### src/rtl/hsimple_pio_pkg.sv
// Shared definitions for the HSIMPLE PIO register-file responder.
// Holds the responder FSM state type, default constants and the
// address decode helpers used by the top level.
package hsimple_pio_pkg;

  typedef enum logic [2:0] {
    IDLE     = 3'd0,
    WR_ACK   = 3'd1,
    RD_WAIT  = 3'd2,
    RD_ACK   = 3'd3,
    WAIT_LOW = 3'd4
  } pioState_t;

  localparam logic [31:0]  BAD_READ_VALUE_DEFAULT = 32'hBADADD00;
  localparam int unsigned  ERR_COUNT_W            = 16;
  // Decode is done at a fixed wide width so any ADDR_W up to 64 fits.
  localparam int unsigned  DECODE_W               = 64;

  // Address hits a register: aligned to the stride and inside the file.
  // Upper address bits take part in the compare, so aliases are rejected.
  function automatic logic addrValid(input logic [DECODE_W-1:0] addr,
                                     input int unsigned stride,
                                     input int unsigned nregs);
    return ((addr % DECODE_W'(stride)) == '0) &&
           ((addr / DECODE_W'(stride)) < DECODE_W'(nregs));
  endfunction

  // Register index of a byte address; only meaningful when addrValid holds.
  function automatic logic [31:0] addrIndex(input logic [DECODE_W-1:0] addr,
                                            input int unsigned stride);
    return 32'(addr / DECODE_W'(stride));
  endfunction

endpackage

### src/rtl/hsimple_pio_regstore.sv
// Register storage for the PIO responder.
// Ports: clk, reset (sync, active-high); we/widx/wdata registered write
// port; ridx -> rdata combinational read mux.
module hsimple_pio_regstore
  import hsimple_pio_pkg::*;
#(
  parameter int unsigned DATA_W = 32,
  parameter int unsigned NREGS  = 8,
  parameter int unsigned IDX_W  = 3
) (
  input  logic              clk,
  input  logic              reset,
  input  logic              we,
  input  logic [IDX_W-1:0]  widx,
  input  logic [DATA_W-1:0] wdata,
  input  logic [IDX_W-1:0]  ridx,
  output logic [DATA_W-1:0] rdata
);

  logic [DATA_W-1:0] regs [NREGS];

  // Write port; out-of-range indices are ignored for non-power-of-two NREGS.
  always_ff @(posedge clk) begin
    if (reset) begin
      for (int unsigned i = 0; i < NREGS; i++) begin
        regs[i] <= '0;
      end
    end else if (we && (32'(widx) < NREGS)) begin
      regs[widx] <= wdata;
    end
  end

  // Read mux.
  always_comb begin
    rdata = '0;
    if (32'(ridx) < NREGS) begin
      rdata = regs[ridx];
    end
  end

endmodule

### src/rtl/hsimple_pio_regfile_responder.sv
// HSIMPLE programmed-I/O register-file responder.
// Serves single-word reads and writes on separate req/ack channels, one
// transaction at a time, each acknowledged with a one-cycle ack pulse.
// Ports:
//   clk, reset                 clock and synchronous active-high reset
//   pioRegfileRead_addr/_req   read request; _ack pulse, _return data
//   pioRegfileWrite_addr/_data/_req  write request; _ack pulse
//   busy                       FSM not idle
//   err_count                  saturating count of invalid-address accesses
module hsimple_pio_regfile_responder
  import hsimple_pio_pkg::*;
#(
  parameter int unsigned       DATA_W         = 32,
  parameter int unsigned       ADDR_W         = 32,
  parameter int unsigned       NREGS          = 8,
  parameter int unsigned       ADDR_STRIDE    = 8,
  parameter int unsigned       READ_LATENCY   = 2,
  parameter logic [DATA_W-1:0] BAD_READ_VALUE = DATA_W'(BAD_READ_VALUE_DEFAULT)
) (
  input  logic                   clk,
  input  logic                   reset,
  input  logic [ADDR_W-1:0]      pioRegfileRead_addr,
  input  logic                   pioRegfileRead_req,
  output logic                   pioRegfileRead_ack,
  output logic [DATA_W-1:0]      pioRegfileRead_return,
  input  logic [ADDR_W-1:0]      pioRegfileWrite_addr,
  input  logic [DATA_W-1:0]      pioRegfileWrite_data,
  input  logic                   pioRegfileWrite_req,
  output logic                   pioRegfileWrite_ack,
  output logic                   busy,
  output logic [ERR_COUNT_W-1:0] err_count
);

  localparam int unsigned IDX_W = (NREGS > 1) ? $clog2(NREGS) : 1;
  localparam int unsigned CNT_W = 4;

  pioState_t         state, stateNext;
  logic [CNT_W-1:0]  rdCnt, rdCntNext;
  logic [ADDR_W-1:0] latAddr;
  logic [DATA_W-1:0] latData;
  logic              latIsWrite;
  logic              acceptWr, acceptRd;
  logic [ADDR_W-1:0] rdAddr;
  logic              rdValid, wrValid;
  logic [IDX_W-1:0]  rdIdx, wrIdx;
  logic [DATA_W-1:0] rdData;
  logic              regWe, errInc;

  // With READ_LATENCY==1 the read is served straight out of IDLE, before
  // the address has been latched, so decode the live bus in that state.
  assign rdAddr  = (state == IDLE) ? pioRegfileRead_addr : latAddr;
  assign rdValid = addrValid(DECODE_W'(rdAddr), ADDR_STRIDE, NREGS);
  assign rdIdx   = IDX_W'(addrIndex(DECODE_W'(rdAddr), ADDR_STRIDE));
  assign wrValid = addrValid(DECODE_W'(latAddr), ADDR_STRIDE, NREGS);
  assign wrIdx   = IDX_W'(addrIndex(DECODE_W'(latAddr), ADDR_STRIDE));

  // Commit on the edge leaving WR_ACK; invalid accesses bump the error count.
  assign regWe  = (state == WR_ACK) && wrValid;
  assign errInc = ((state == WR_ACK) && !wrValid) ||
                  ((stateNext == RD_ACK) && !rdValid);

  hsimple_pio_regstore #(
    .DATA_W (DATA_W),
    .NREGS  (NREGS),
    .IDX_W  (IDX_W)
  ) uRegStore (
    .clk   (clk),
    .reset (reset),
    .we    (regWe),
    .widx  (wrIdx),
    .wdata (latData),
    .ridx  (rdIdx),
    .rdata (rdData)
  );

  // Next-state logic.
  always_comb begin
    stateNext = state;
    rdCntNext = rdCnt;
    acceptWr  = 1'b0;
    acceptRd  = 1'b0;
    unique case (state)
      IDLE: begin
        if (pioRegfileWrite_req) begin
          acceptWr  = 1'b1;
          stateNext = WR_ACK;
        end else if (pioRegfileRead_req) begin
          acceptRd  = 1'b1;
          rdCntNext = CNT_W'(READ_LATENCY - 1);
          stateNext = (READ_LATENCY <= 1) ? RD_ACK : RD_WAIT;
        end
      end
      WR_ACK: stateNext = WAIT_LOW;
      RD_WAIT: begin
        rdCntNext = rdCnt - CNT_W'(1);
        if (rdCnt == CNT_W'(1)) begin
          stateNext = RD_ACK;
        end
      end
      RD_ACK: stateNext = WAIT_LOW;
      WAIT_LOW: begin
        // Release only once the channel just served has dropped its req.
        if (latIsWrite ? !pioRegfileWrite_req : !pioRegfileRead_req) begin
          stateNext = IDLE;
        end
      end
      default: stateNext = IDLE;
    endcase
  end

  // State, latches and registered outputs (outputs track the next state).
  always_ff @(posedge clk) begin
    if (reset) begin
      state                 <= IDLE;
      rdCnt                 <= '0;
      latAddr               <= '0;
      latData               <= '0;
      latIsWrite            <= 1'b0;
      pioRegfileWrite_ack   <= 1'b0;
      pioRegfileRead_ack    <= 1'b0;
      pioRegfileRead_return <= '0;
      busy                  <= 1'b0;
      err_count             <= '0;
    end else begin
      state <= stateNext;
      rdCnt <= rdCntNext;
      if (acceptWr) begin
        latAddr    <= pioRegfileWrite_addr;
        latData    <= pioRegfileWrite_data;
        latIsWrite <= 1'b1;
      end else if (acceptRd) begin
        latAddr    <= pioRegfileRead_addr;
        latIsWrite <= 1'b0;
      end
      pioRegfileWrite_ack <= (stateNext == WR_ACK);
      pioRegfileRead_ack  <= (stateNext == RD_ACK);
      busy                <= (stateNext != IDLE);
      if (stateNext == RD_ACK) begin
        pioRegfileRead_return <= rdValid ? rdData : BAD_READ_VALUE;
      end
      if (errInc && (err_count != '1)) begin
        err_count <= err_count + ERR_COUNT_W'(1);
      end
    end
  end

endmodule

### config.mk
export PLATFORM = sky130hd
export DESIGN_NAME = hsimple_pio_regfile_responder
export DESIGN_NICKNAME = d
export VERILOG_FILES = /design/src/rtl/hsimple_pio_pkg.sv /design/src/rtl/hsimple_pio_regstore.sv /design/src/rtl/hsimple_pio_regfile_responder.sv
export SDC_FILE = /design/constraint.sdc
export NUM_CORES = 1
export LEC_CHECK = 0
export ABC_AREA = 1
export CORE_UTILIZATION = 50
export DETAILED_ROUTE_END_ITERATION = 6
export PLACE_DENSITY = 0.71
export SETUP_SLACK_MARGIN = 0.02
export SLEW_MARGIN = 20
export SYNTH_ARGS = -nofsm -noshare
export SYNTH_HDL_FRONTEND = slang
export SYNTH_SLANG_ARGS = --single-unit
export TNS_END_PERCENT = 20
### constraint.sdc
create_clock -name clk -period 3.26 [get_ports clk]
set_input_delay 0.652 -clock clk [delete_from_list [all_inputs] [get_ports clk]]
set_output_delay 0.652 -clock clk [all_outputs]
set_load 0.01 [all_outputs]
==> flow_summary.json <==
{
  "status": "complete, no violations",
  "ios": 151,
  "irDropWorstVdd_uv": 404,
  "power_density_nw_per_um2": 566,
  "gp_congestion": 0.828,
  "timing.final.ws_setup_ns": 0.939,
  "num-nets-final": 2009,
  "setup_violations": 0,
  "cts_tree": "built",
  "fmaxAchievable_mhz": 431,
  "syn-cell-area_um2": 16600,
  "setup-tns-final_ns": 0,
  "synth_ff_type": "edfxtp_1",
  "maxCapViolCount": 0,
  "timing.rr.start": "latAddr[8]",
  "skew_ns": 0.0178,
  "hold_viol": 0,
  "clockRootBuffer": "clkbuf_16",
  "routed_wl_um": 42300,
  "cts_num_sinks": 379,
  "route.detailed.drc": 0,
  "drive_gt1_share_pct": 6.10,
  "required_ns": 3.41,
  "antenna_found_initial": 0,
  "num_vias": 13000,
  "final_cell_mix": "nor2_1 (317), nand2_1 (310), edfxtp_1 (256)",
  "total_leakage_power_uw": 0.00720,
  "hold_path_class": "flop to flop",
  "ant_nets": 0,
  "grt_start_max_net_pins": 76,
  "diodes": 0,
  "whs_endpoint": "latIsWrite",
  "critPathLaunchType": "flop",
  "path_max_fanout": 31,
  "coreArea_um2": 32500,
  "vias_per_cell": 5.46,
  "hold_buffers": 0,
  "ctsResizeCount": 0,
  "grt_usage_pct": 25.4,
  "drt-pass1-iter-count": 5,
  "relSlewSlack_pct": 45.1,
  "avgSynthCellArea_um2": 9.24,
  "clk_latency_ns": 0.53,
  "power.total_uw": 11100,
  "seq_area_um2": 10100,
  "final_cells": 2378,
  "wl_per_cell_um": 17.8,
  "nFillCells": 2725,
  "ys_seq_elements": 379,
  "maxSlewViolCount": 0,
  "cp_data_arrival_time_ns": 2.47,
  "placed_cells": 2307,
  "numPortBuffers": 150,
  "dp_slack_ns": 0.653,
  "grt_pass1_wl_um": 66000,
  "post_cts_buffers": 0,
  "start_util_pct": 50.9,
  "critPathCaptureType": "flop",
  "crit_type": "flop to flop",
  "final_common_cell": "nor2_1",
  "worstMarginPinSlew_ns": 0.824,
  "synth_edf_count": 256,
  "syn_inst": 1793,
  "grt_pass1_vias": 12500,
  "clockBufferDepth": 3,
  "r2r_slack_ns": 0.94,
  "rsz0062_at_grt": "false",
  "synthTopCellsByArea": "edfxtp_1 (46%), dfxtp_1 (15%), nor2_1 (7.2%)",
  "yosysUniqueCellTypes": 35,
  "finalCriticalPeriod_ns": 2.32,
  "num_rows": 66,
  "drt_iter0_markers": 1063,
  "ys_seq_area_share_pct": 61.3,
  "overflow": 0,
  "clkTransAtPathRegs_ns": 0.06,
  "dieArea_um2": 33900,
  "die_x_um": 184,
  "hp-start": "latIsWrite",
  "yosysWarnings": 0,
  "multi_input_area_um2": 5310,
  "finalCoreUtilization_pct": 60.5,
  "fp.dieH_um": 184,
  "syn_to_final_growth_pct": 18.8,
  "synth_top_area_share_pct": 46.4,
  "fin_crit_sh_pct": 71.2,
  "synth_nets": 1896,
  "async_reset_ff_share_pct": 0,
  "cts_made_buffers": 39,
  "dp_hpwl_um": 23700,
  "netlist.top_cell.by_area": "edfxtp_1",
  "rr_endpoint": "uRegStore.regs[6][4]",
  "reg2regPathDepth": 11,
  "h-tree-depth": 2,
  "hold_depth": 2
}
worst max-delay path by stage:
stage                       startpoint                   end  slack (ns)
3_5_place_dp   pioRegfileRead_addr[11]         err_count[10]        0.65
6_report                    latAddr[8]  uRegStore.regs[6][4]        0.94
5_1_grt                     latAddr[8]  uRegStore.regs[6][4]        0.68
2_1_floorplan                    reset  uRegStore.regs[0][0]        0.67
4_1_cts                     latAddr[8]  uRegStore.regs[6][4]        0.90
3_3_place_gp   pioRegfileRead_addr[11]          err_count[6]        0.69
per-layer routing:
layer / routed length (um) / GRT usage [%]
met1: 17000 / 32.7
met2: 20400 / 43.3
met3: 3580 / 4.40
met4: 1300 / 8.77
met5: 0 / 0
Yosys cell counts, types with 9 or more instances:
cell type  instances
dfxtp_1          123
nand3_1          173
nand2_1          312
clkinv_1          32
o21ai_0          106
edfxtp_1         256
o211ai_1          64
nor2_1           318
a31oi_1           17
clkbuf_1          40
buf_2             68
a21oi_1           97
inv_1            122
xor2_1             9
kinds of logic after synthesis:
| logic type | synth area share (%) |
|---|---|
| AOI/OAI and AO/OA | 10.0 |
| xor gates and xnor gates | 0.635 |
| adders and majority gates | 0.227 |
| and+or+nand+nor | 21.0 |
| buffers and inverters | 6.82 |
| DFF | 61.3 |
cell type report:
cell class                 count  share of cell area (%)
clock buffer                  58                    5.74
inverter                     159                    3.03
tap                          442                    2.81
sequential                   379                    51.6
timing repair buffer         185                    9.45
clock inverter                13                   0.382
multi-input combinational   1142                    27.0
critical path, cell delays in order (launching register included):
cell and delay [ns]:
dfxtp_1 0.31, nor2_1 0.09, nand2_1 0.07, nor2_1 0.09, nand2_1 0.07, nor2_1 0.14, nand3_1 0.11, nand3b_4 0.18
nor2_2 0.16, nand2_1 0.09, nand2_1 0.10, buf_4 0.52
sequential cells by signal, indices dropped and copies added (netlist names):
signal	count
rdCnt	4
err_count	16
latAddr	32
busy	1
uRegStore.regs	256
pioRegfileRead_return	32
latIsWrite	1
pioRegfileWrite_ack	1
pioRegfileRead_ack	1
latData	32
state	3
report_power, final:
group	switching (uW)	internal, uW	total, uW	leakage [uW]
Sequential	85.8	5340	5420	0.00365
Combinational	1010	507	1520	0.00296
Clock	1790	2400	4190	0.000587
Total	2890	8240	11100	0.00720
per-stage QoR:
step / cell area (um^2) / hold WS (ns)
after floorplan: 16600 / 0.435
after global routing: 19700 / 0.477
final: 19700 / 0.458
after CTS: 19700 / 0.461
after detailed placement: 18500 / 0.453
after global placement: 18500 / 0.453
Note: power is estimated with default switching activity, not from simulation.
